<file path="config.mk">
export PLATFORM = sky130hd
export DESIGN_NAME = simple_bus_rr
export DESIGN_NICKNAME = d
export VERILOG_FILES = /design/src/rtl/simple_bus_pkg.sv /design/src/rtl/simple_bus_rr_arb.sv /design/src/rtl/simple_bus_rr.sv
export SDC_FILE = /design/constraint.sdc
export NUM_CORES = 1
export LEC_CHECK = 0
export BUFFER_PORTS_ARGS = -buffer_cell sky130_fd_sc_hd__buf_2
export CAP_MARGIN = 20
export CORE_AREA = 2 2 303 305
export CTS_CLUSTER_DIAMETER = 80
export DETAILED_ROUTE_END_ITERATION = 10
export DIE_AREA = 0 0 305 307
export GPL_TIMING_DRIVEN = 0
export SYNTH_ARGS = -nofsm -noshare
export SYNTH_HDL_FRONTEND = slang
export SYNTH_SLANG_ARGS = --single-unit
export TNS_END_PERCENT = 5
</file>
<file path="constraint.sdc">
create_clock -name clk_i -period 3.5 [get_ports clk_i]
set_input_delay 0.175 -clock clk_i [delete_from_list [all_inputs] [get_ports clk_i]]
set_output_delay 0.175 -clock clk_i [all_outputs]
set_load 0.1 [all_outputs]
</file>
<file path="src/rtl/simple_bus_pkg.sv">
// Shared types and width helpers for the simple_bus_rr interconnect.
// Index fields are sized for the largest supported host/device counts.
package simple_bus_pkg;

  localparam int MaxHostIdxW = 3;
  localparam int MaxDevIdxW  = 4;

  function automatic int idx_w(input int n);
    return (n > 1) ? $clog2(n) : 1;
  endfunction

  typedef struct packed {
    logic                   valid;
    logic [MaxHostIdxW-1:0] host_idx;
    logic [MaxDevIdxW-1:0]  dev_idx;
    logic                   miss;
  } resp_track_t;

endpackage

</file>
<file path="src/rtl/simple_bus_rr_arb.sv">
// Round-robin arbiter: combinational one-hot grant plus index, same cycle as request.
// Pointer moves past the winner after each grant and holds when nobody requests.
module simple_bus_rr_arb
  import simple_bus_pkg::*;
#(
  parameter  int NrHosts = 2,
  localparam int IdxW    = idx_w(NrHosts)
) (
  input  logic               clk_i,
  input  logic               rst_i,
  input  logic [NrHosts-1:0] req_i,
  output logic [NrHosts-1:0] gnt_o,
  output logic [IdxW-1:0]    idx_o,
  output logic               vld_o
);

  logic [IdxW-1:0] ptr_q, ptr_d;

  // Outer loop walks priority order from the pointer; inner loop finds which host that slot is.
  always_comb begin
    gnt_o = '0;
    idx_o = '0;
    vld_o = 1'b0;
    for (int k = 0; k < NrHosts; k++) begin
      for (int h = 0; h < NrHosts; h++) begin
        if (!vld_o && req_i[h] &&
            ((int'(ptr_q) + k == h) || (int'(ptr_q) + k == h + NrHosts))) begin
          vld_o    = 1'b1;
          gnt_o[h] = 1'b1;
          idx_o    = IdxW'(h);
        end
      end
    end
  end

  always_comb begin
    ptr_d = ptr_q;
    if (vld_o) begin
      ptr_d = (idx_o == IdxW'(NrHosts - 1)) ? '0 : idx_o + IdxW'(1);
    end
  end

  always_ff @(posedge clk_i or posedge rst_i) begin
    if (rst_i) ptr_q <= '0;
    else       ptr_q <= ptr_d;
  end

endmodule

</file>
<file path="src/rtl/simple_bus_rr.sv">
// Multi-host bus: same-cycle RR grant + base/mask decode, response routed back one cycle later.
// No backpressure beyond grant; misses get an error response. Optional SIMPLE_BUS_PERF_CNT_EN grant counters.
module simple_bus_rr
  import simple_bus_pkg::*;
#(
  parameter int NrHosts      = 2,
  parameter int NrDevices    = 3,
  parameter int DataWidth    = 32,
  parameter int AddressWidth = 32
) (
  input  logic                                   clk_i,
  input  logic                                   rst_i,
  input  logic [NrHosts-1:0]                     host_req_i,
  output logic [NrHosts-1:0]                     host_gnt_o,
  input  logic [NrHosts-1:0][AddressWidth-1:0]   host_addr_i,
  input  logic [NrHosts-1:0]                     host_we_i,
  input  logic [NrHosts-1:0][DataWidth/8-1:0]    host_be_i,
  input  logic [NrHosts-1:0][DataWidth-1:0]      host_wdata_i,
  output logic [NrHosts-1:0]                     host_rvalid_o,
  output logic [NrHosts-1:0][DataWidth-1:0]      host_rdata_o,
  output logic [NrHosts-1:0]                     host_err_o,
  output logic [NrDevices-1:0]                   device_req_o,
  output logic [NrDevices-1:0][AddressWidth-1:0] device_addr_o,
  output logic [NrDevices-1:0]                   device_we_o,
  output logic [NrDevices-1:0][DataWidth/8-1:0]  device_be_o,
  output logic [NrDevices-1:0][DataWidth-1:0]    device_wdata_o,
  input  logic [NrDevices-1:0]                   device_rvalid_i,
  input  logic [NrDevices-1:0][DataWidth-1:0]    device_rdata_i,
  input  logic [NrDevices-1:0]                   device_err_i,
  input  logic [NrDevices-1:0][AddressWidth-1:0] cfg_device_addr_base,
  input  logic [NrDevices-1:0][AddressWidth-1:0] cfg_device_addr_mask,
  output logic [NrHosts-1:0][31:0]               perf_grant_cnt_o
);

  localparam int HostIdxW = idx_w(NrHosts);
  localparam int DevIdxW  = idx_w(NrDevices);
  localparam int BeW      = DataWidth / 8;

  logic [NrHosts-1:0]      gnt;
  logic [HostIdxW-1:0]     gnt_idx;
  logic                    gnt_vld;
  logic [AddressWidth-1:0] sel_addr;
  logic                    sel_we;
  logic [BeW-1:0]          sel_be;
  logic [DataWidth-1:0]    sel_wdata;
  logic                    hit;
  logic [DevIdxW-1:0]      sel_dev;
  resp_track_t             track_q, track_d;
  logic                    r_vld, r_err;
  logic [DataWidth-1:0]    r_data;

  simple_bus_rr_arb #(.NrHosts(NrHosts)) u_arb (
    .clk_i (clk_i),
    .rst_i (rst_i),
    .req_i (host_req_i),
    .gnt_o (gnt),
    .idx_o (gnt_idx),
    .vld_o (gnt_vld)
  );

  assign host_gnt_o = gnt;

  always_comb begin
    sel_addr  = '0;
    sel_we    = 1'b0;
    sel_be    = '0;
    sel_wdata = '0;
    for (int h = 0; h < NrHosts; h++) begin
      if (gnt[h]) begin
        sel_addr  = host_addr_i[h];
        sel_we    = host_we_i[h];
        sel_be    = host_be_i[h];
        sel_wdata = host_wdata_i[h];
      end
    end
  end

  // Descending scan so the lowest-index matching window is the last write and wins.
  always_comb begin
    hit     = 1'b0;
    sel_dev = '0;
    for (int d = NrDevices - 1; d >= 0; d--) begin
      if ((sel_addr & cfg_device_addr_mask[d]) == cfg_device_addr_base[d]) begin
        hit     = 1'b1;
        sel_dev = DevIdxW'(d);
      end
    end
  end

  always_comb begin
    for (int d = 0; d < NrDevices; d++) begin
      device_req_o[d]   = gnt_vld && hit && (sel_dev == DevIdxW'(d));
      device_addr_o[d]  = device_req_o[d] ? sel_addr  : '0;
      device_we_o[d]    = device_req_o[d] ? sel_we    : 1'b0;
      device_be_o[d]    = device_req_o[d] ? sel_be    : '0;
      device_wdata_o[d] = device_req_o[d] ? sel_wdata : '0;
    end
  end

  always_comb begin
    track_d          = '0;
    track_d.valid    = gnt_vld;
    track_d.host_idx = MaxHostIdxW'(gnt_idx);
    track_d.dev_idx  = MaxDevIdxW'(sel_dev);
    track_d.miss     = !hit;
  end

  always_ff @(posedge clk_i or posedge rst_i) begin
    if (rst_i) track_q <= '0;
    else       track_q <= track_d;
  end

  always_comb begin
    r_vld  = 1'b0;
    r_err  = 1'b0;
    r_data = '0;
    for (int d = 0; d < NrDevices; d++) begin
      if (track_q.dev_idx == MaxDevIdxW'(d)) begin
        r_vld  = device_rvalid_i[d];
        r_err  = device_rvalid_i[d] & device_err_i[d];
        r_data = device_rvalid_i[d] ? device_rdata_i[d] : '0;
      end
    end
    if (track_q.miss) begin
      r_vld  = 1'b1;
      r_err  = 1'b1;
      r_data = '0;
    end
  end

  always_comb begin
    for (int h = 0; h < NrHosts; h++) begin
      host_rvalid_o[h] = track_q.valid && (track_q.host_idx == MaxHostIdxW'(h)) && r_vld;
      host_rdata_o[h]  = host_rvalid_o[h] ? r_data : '0;
      host_err_o[h]    = host_rvalid_o[h] & r_err;
    end
  end

`ifdef SIMPLE_BUS_PERF_CNT_EN
  logic [NrHosts-1:0][31:0] cnt_q, cnt_d;

  always_comb begin
    for (int h = 0; h < NrHosts; h++) begin
      cnt_d[h] = (gnt[h] && (cnt_q[h] != 32'hFFFF_FFFF)) ? cnt_q[h] + 32'd1 : cnt_q[h];
    end
  end

  always_ff @(posedge clk_i or posedge rst_i) begin
    if (rst_i) cnt_q <= '0;
    else       cnt_q <= cnt_d;
  end

  assign perf_grant_cnt_o = cnt_q;
`else
  assign perf_grant_cnt_o = '0;
`endif

`ifndef SYNTHESIS
  always @(posedge clk_i) begin
    if (!rst_i) begin
      for (int d = 0; d < NrDevices; d++) begin
        assert (!device_rvalid_i[d] ||
                (track_q.valid && !track_q.miss && track_q.dev_idx == MaxDevIdxW'(d)))
          else $error("stray device_rvalid_i on device %0d", d);
      end
    end
  end
`endif

endmodule

</file>
==> run summary, run 1 <==
Max clock buf depth: 2
Status: finished, violations left
Setup WS post-layout: -714.4 ps
Top cell by count, worst path: buf_12
Pins over their slew limit: 0
Vias/cell: 4.137
Wirelength per Cell: 28.72 um
Req. time, crit path: 3320 ps
Vias: 12170
Core footprint: 90690 um2
Max_slew headroom: 0.006566
Critical Path, Cell by Cell: nand2b_4, buf_4, buf_12, a32oi_4, or3_1, nand4_1, or4_4, or4_4, buf_12, buf_12, nor3_1, buf_6
CP arrival: 4040 ps
Total track usage: 0.1663
Final Hold Fails: 0
CTS HTree Levels: 1
Die width: 305 um
Yosys top cell by area: nor4_1
Most frequent cell after synthesis: nor4_1
Slowest-stage cell, CP: or4_4
Synth warn: 0
Peak VDD IR: 0.0001058 V
Placer Congestion: 0.8603
Worst Setup EP: device_wdata_o[8]
Synthesized area per cell: 6.840 um2
Worst R2R Path Depth: 11
Slew @ Worst Pin: 1490 ps
EDFF count, synth: 0
Synth area leaders: nor4_1 (14%), nor3_1 (9.0%), buf_4 (8.8%)
Drt pass-1 iters: 8
Fraction of layout cells with a size suffix above 1: 0.6805
Clock Tree Root: clkbuf_16
Dpl hpwl: 71.17 mm
Reg-to-Reg Start: u_arb.ptr_q
Gr ovfl total: 0
Synth top cells by count: nor4_1 (134), nor3_1 (108), buf_4 (70)
Clk_lat worst skew: 250 ps
Final setup TNS: -102810 ps
CTS tree: done
Hold_ws: 235.3 ps
Area delta synth->final: 179.6%
CP Capture Type: primary output
Buffers added on ports: 714
Residual DRC count: 0
Failing checks: setup timing
First-pass GRT wire length: 105.0 mm
# nets final: 2178
Final worst-path cycle share: 1.204
Antenna violations before repair: 57
Post-synthesis cell count: 877
Clock buffer count from CTS: 3
Fmax achieved: 237.3 MHz
Vias in the first global route: 11560
Largest net degree at the start of global routing: 11
Drt total wl: 84.47 mm
Reg-to-reg setup timing slack: 40 ps
Leakage: 0.006844 uW
Post-synthesis sequential area ratio: 0.02503
DIE AREA: 93640 um2
Clock transition at the registers of the reported paths: 50 ps
Worst path max stage delay: 620 ps
FP Rows: 111
R2R Path End: track_q[0]
Synth unique cells: 43
Top_reg_cell synth: dfrtp_1
Yosys reg bits: 6
Mapped cell area: 5998 um2
Layout Skew: 3.962 ps
Worst Path Max Fanout: 10
Drt initial violations: 1038
Power Density: 126.5 nW/um2
Initial Utilization: 0.06614
Area share of the largest cell type after synthesis: 0.1398
Fin area: 16770 um2
Clk sinks: 6
Crit path kind: reg2out
Die span in y: 307 um
DP Area: 12250 um2
Min Tclk post-route: 4214 ps
Maxcap violations: 0
Post-route ant nets: 0
Setup Viol. Count Final: 220
CP Launch Type: register
RSZ-0062 raised after global routing: true
Setup crit start: u_arb.ptr_q
I/O pin cnt: 780
Ys async rst share: 1.000
Hold Path Class: in2reg
## layout by cell type (no fill, tap or decap), types with 18 or more instances in the layout
cell	count
buf_2	508
buf_6	158
buf_4	129
buf_12	92
nor3_2	68
nor4_1	64
conb_1	64
nor3_4	58
a22oi_1	56
nor4_4	55
and3_1	50
a21oi_1	49
clkbuf_1	44
a222oi_1	32
a32o_2	18
o22a_1	18
## routing by layer
metal / up-vias / track usage / part of all wire / routed length, um
li1: 5295 / - / - / -
met1: 5826 / 0.1989 / 0.40 / 34120
met2: 795 / 0.2866 / 0.47 / 39820
met3: 206 / 0.04976 / 0.085 / 7184
met4: 44 / 0.04651 / 0.036 / 3077
met5: - / 0 / 0.0031 / 262
## where the power goes
group | switching (uW) | internal, uW | total [uW]
logic | 1260 | 571 | 1830
clock network | 66.5 | 150 | 216
registers | 4.28 | 73.2 | 77.5
## how the worst min path moves through the flow
stage	from	endpoint	slack (ps)	depth (start not counted)
6_report	host_req_i[0]	u_arb.ptr_q	240	3
2_1_floorplan	rst_i	track_q[0]	-30	1
4_1_cts	host_req_i[0]	u_arb.ptr_q	230	3
3_5_place_dp	rst_i	u_arb.ptr_q	240	2
5_1_grt	host_req_i[0]	u_arb.ptr_q	290	3
3_3_place_gp	rst_i	u_arb.ptr_q	240	2
## kinds of logic (layout without fill, tap and decap cells)
| group | Yosys count | in the layout | synth area share |
|---|---|---|---|
| other cells | 1 | 79 | 0.0006252 |
| flops | 6 | 6 | 0.02503 |
| compound gates | 273 | 273 | 0.3569 |
| buf+inv | 189 | 989 | 0.1915 |
| simple gates | 408 | 408 | 0.4260 |
## critical path: cells and delay by family (launching register included)
kind | cells | cell delay, ps
flops | 1 | 430
simple gates | 6 | 1960
buf+inv | 5 | 920
compound gates | 1 | 410
## cell type report
cell class              count  area, um2
inverters                  15      56.30
multi-input cells         745       7049
repair buffers            799       6372
plain buffers             172       1544
flip-flops and latches      6      151.4
well taps                1186       1484
clock buffers               3      75.07
fillers                 10070      73920
diodes                     15      37.54
## repair_timing
item                                   in CTS  in global routing
gates resized for setup                   657                269
pin swaps                                  48                 84
endpoints found under the hold margin       6                  0
setup endpoints to repair                 223                223
hold buffers                                1                  0
cloned                                      2                  5
buffers inserted                           55                 13
## state kept, by name, summed over array words and instances (netlist names)
name,flops
track_q,5
u_arb.ptr_q,1
## stage by stage
step,setup WS [ps],utilization,total power [uW],std cells
floorplan,-1388,-,946.1,940
global placement,-3832,0.1329,1648,2840
detailed placement,-2509,0.1350,1669,2850
CTS,-777.2,0.1690,2074,2910
global route,-762.9,0.1848,2231,2937
finish,-714.4,0.1849,2122,2941
No activity file was read; power rests on OpenSTA's default activity.
==> inputs of run 2 (changes only) <==
Settings changed: SKIP_CTS_REPAIR_TIMING set to 1.
==> run summary, run 2 (synthesized netlist as in run 1, its figures left out) <==
Status: finished, violations left
Failing checks: setup timing
Final Hold Fails: 0
Dpl hpwl: 71.17 mm
Largest net degree at the start of global routing: 11
Clock transition at the registers of the reported paths: 50 ps
Setup WS post-layout: -931.3 ps
I/O pin cnt: 780
Fin area: 15220 um2
Fmax achieved: 225.7 MHz
Req. time, crit path: 3320 ps
First-pass GRT wire length: 100.2 mm
Buffers added on ports: 714
Filler instances: 10300
Initial Utilization: 0.06614
Final worst-path cycle share: 1.266
Min Tclk post-route: 4431 ps
RSZ-0062 raised after global routing: true
DP Area: 12250 um2
Vias: 12000
Top Registers: track_q: 5 flops, u_arb.ptr_q: 1 flops
Hold_ws: 237.8 ps
Residual DRC count: 0
Clk_lat worst skew: 240 ps
Most frequent cells in the layout: buf_2 (509), buf_6 (213), buf_4 (114)
Hold Path Class: in2reg
Drt total wl: 82.60 mm
Core footprint: 90690 um2
Area delta synth->final: 153.8%
Max reg flops: 5
CP Capture Type: primary output
Die width: 305 um
CTS tree: done
Most common cell after layout, fill and taps aside: buf_2
Setup Viol. Count Final: 213
Wirelength per Cell: 28.16 um
Clock Tree Root: clkbuf_16
Fin util: 0.1679
Power Density: 134.0 nW/um2
Pins over their slew limit: 0
Clock buffer count from CTS: 3
Worst Path Max Fanout: 10
Gr ovfl total: 0
Clk sinks: 6
Max_slew headroom: 0.07107
Die span in y: 307 um
Pre-CTS setup slack: -2509 ps
Antenna violations before repair: 55
Peak VDD IR: 0.0001036 V
Placer Congestion: 0.8603
Layout Skew: 2.964 ps
Post-route ant nets: 0
Fraction of layout cells with a size suffix above 1: 0.6360
FP Rows: 111
Vias in the first global route: 10890
Drt initial violations: 926
Max clock buf depth: 2
# nets final: 2169
Vias/cell: 4.090
CTS HTree Levels: 1
CP arrival: 4260 ps
Slew @ Worst Pin: 1393 ps
DIE AREA: 93640 um2
CP Launch Type: register
Total track usage: 0.1593
Top reg by flops: track_q
Maxcap violations: 0
Crit path kind: reg2out
Drt pass-1 iters: 6
Leakage: 0.006472 uW
==> run 2: cell count changes in the layout (fill, tap and decap cells not counted), sizes merged <==
cell | previous run | this run
diode | 15 | 16
buf | 904 | 886
clkbuf | 69 | 78
==> run 2: through the flow <==
stage               setup TNS (ps)  cells  power (uW)
detailed placement         -440710   2850        1669
global route               -171570   2929        2145
global placement           -624260   2840        1648
floorplan                  -254760    940       946.1
finish                     -146680   2933        2040
CTS                        -494330   2853        1897
==> run 2: area by class of cell <==
cell class / count / area (um2) / share of cell area
clock buffer: 3 / 75.07 / 0.004931
inverter: 15 / 56.30 / 0.003699
antenna: 16 / 40.04 / 0.002630
multi-input combinational: 745 / 6232 / 0.4094
timing repair buffer: 789 / 5832 / 0.3831
tap: 1186 / 1484 / 0.09748
buffer: 173 / 1353 / 0.08885
sequential: 6 / 151.4 / 0.009945
==> run 2: critical path: stages (launching register included) <==
cell	delay, ps
dfrtp_2	430
nand2b_4	190
buf_8	150
buf_6	140
buf_6	170
a32oi_2	670
nor3b_1	130
a211oi_2	180
nand4_1	250
or4_4	680
buf_12	200
buf_6	160
nor4_2	340
buf_6	280
==> run 2: metal layers <==
metal,vias to the layer above,track usage,share of wire
met5,-,0,0.0031
met4,40,0.04317,0.037
met3,198,0.05183,0.097
met2,805,0.2733,0.47
met1,5700,0.1896,0.39
li1,5252,-,-
==> run 2: path summary, 6_finish.rpt <==
| check | from | slack [ps] | endpoint | cells past startpoint |
|---|---|---|---|---|
| max reg2reg | u_arb.ptr_q | -160 | track_q[2] | 12 |
| max | u_arb.ptr_q | -930 | device_be_o[10] | 13 |
| max in group asynchronous | rst_i | 2580 | u_arb.ptr_q | 3 |
| min reg2reg | u_arb.ptr_q | 610 | u_arb.ptr_q | 2 |
| min | host_req_i[0] | 240 | u_arb.ptr_q | 3 |
| min in group asynchronous | rst_i | 550 | track_q[2] | 3 |
==> run 2: where the power goes <==
| part | leakage [uW] | total (uW) | internal (uW) | switching (uW) |
|---|---|---|---|---|
| logic | 0.00636 | 1750 | 549 | 1200 |
| registers | 0.0000696 | 77.7 | 73.2 | 4.50 |
| clock network | 0.0000371 | 214 | 149 | 64.8 |
| total | 0.00647 | 2040 | 772 | 1270 |
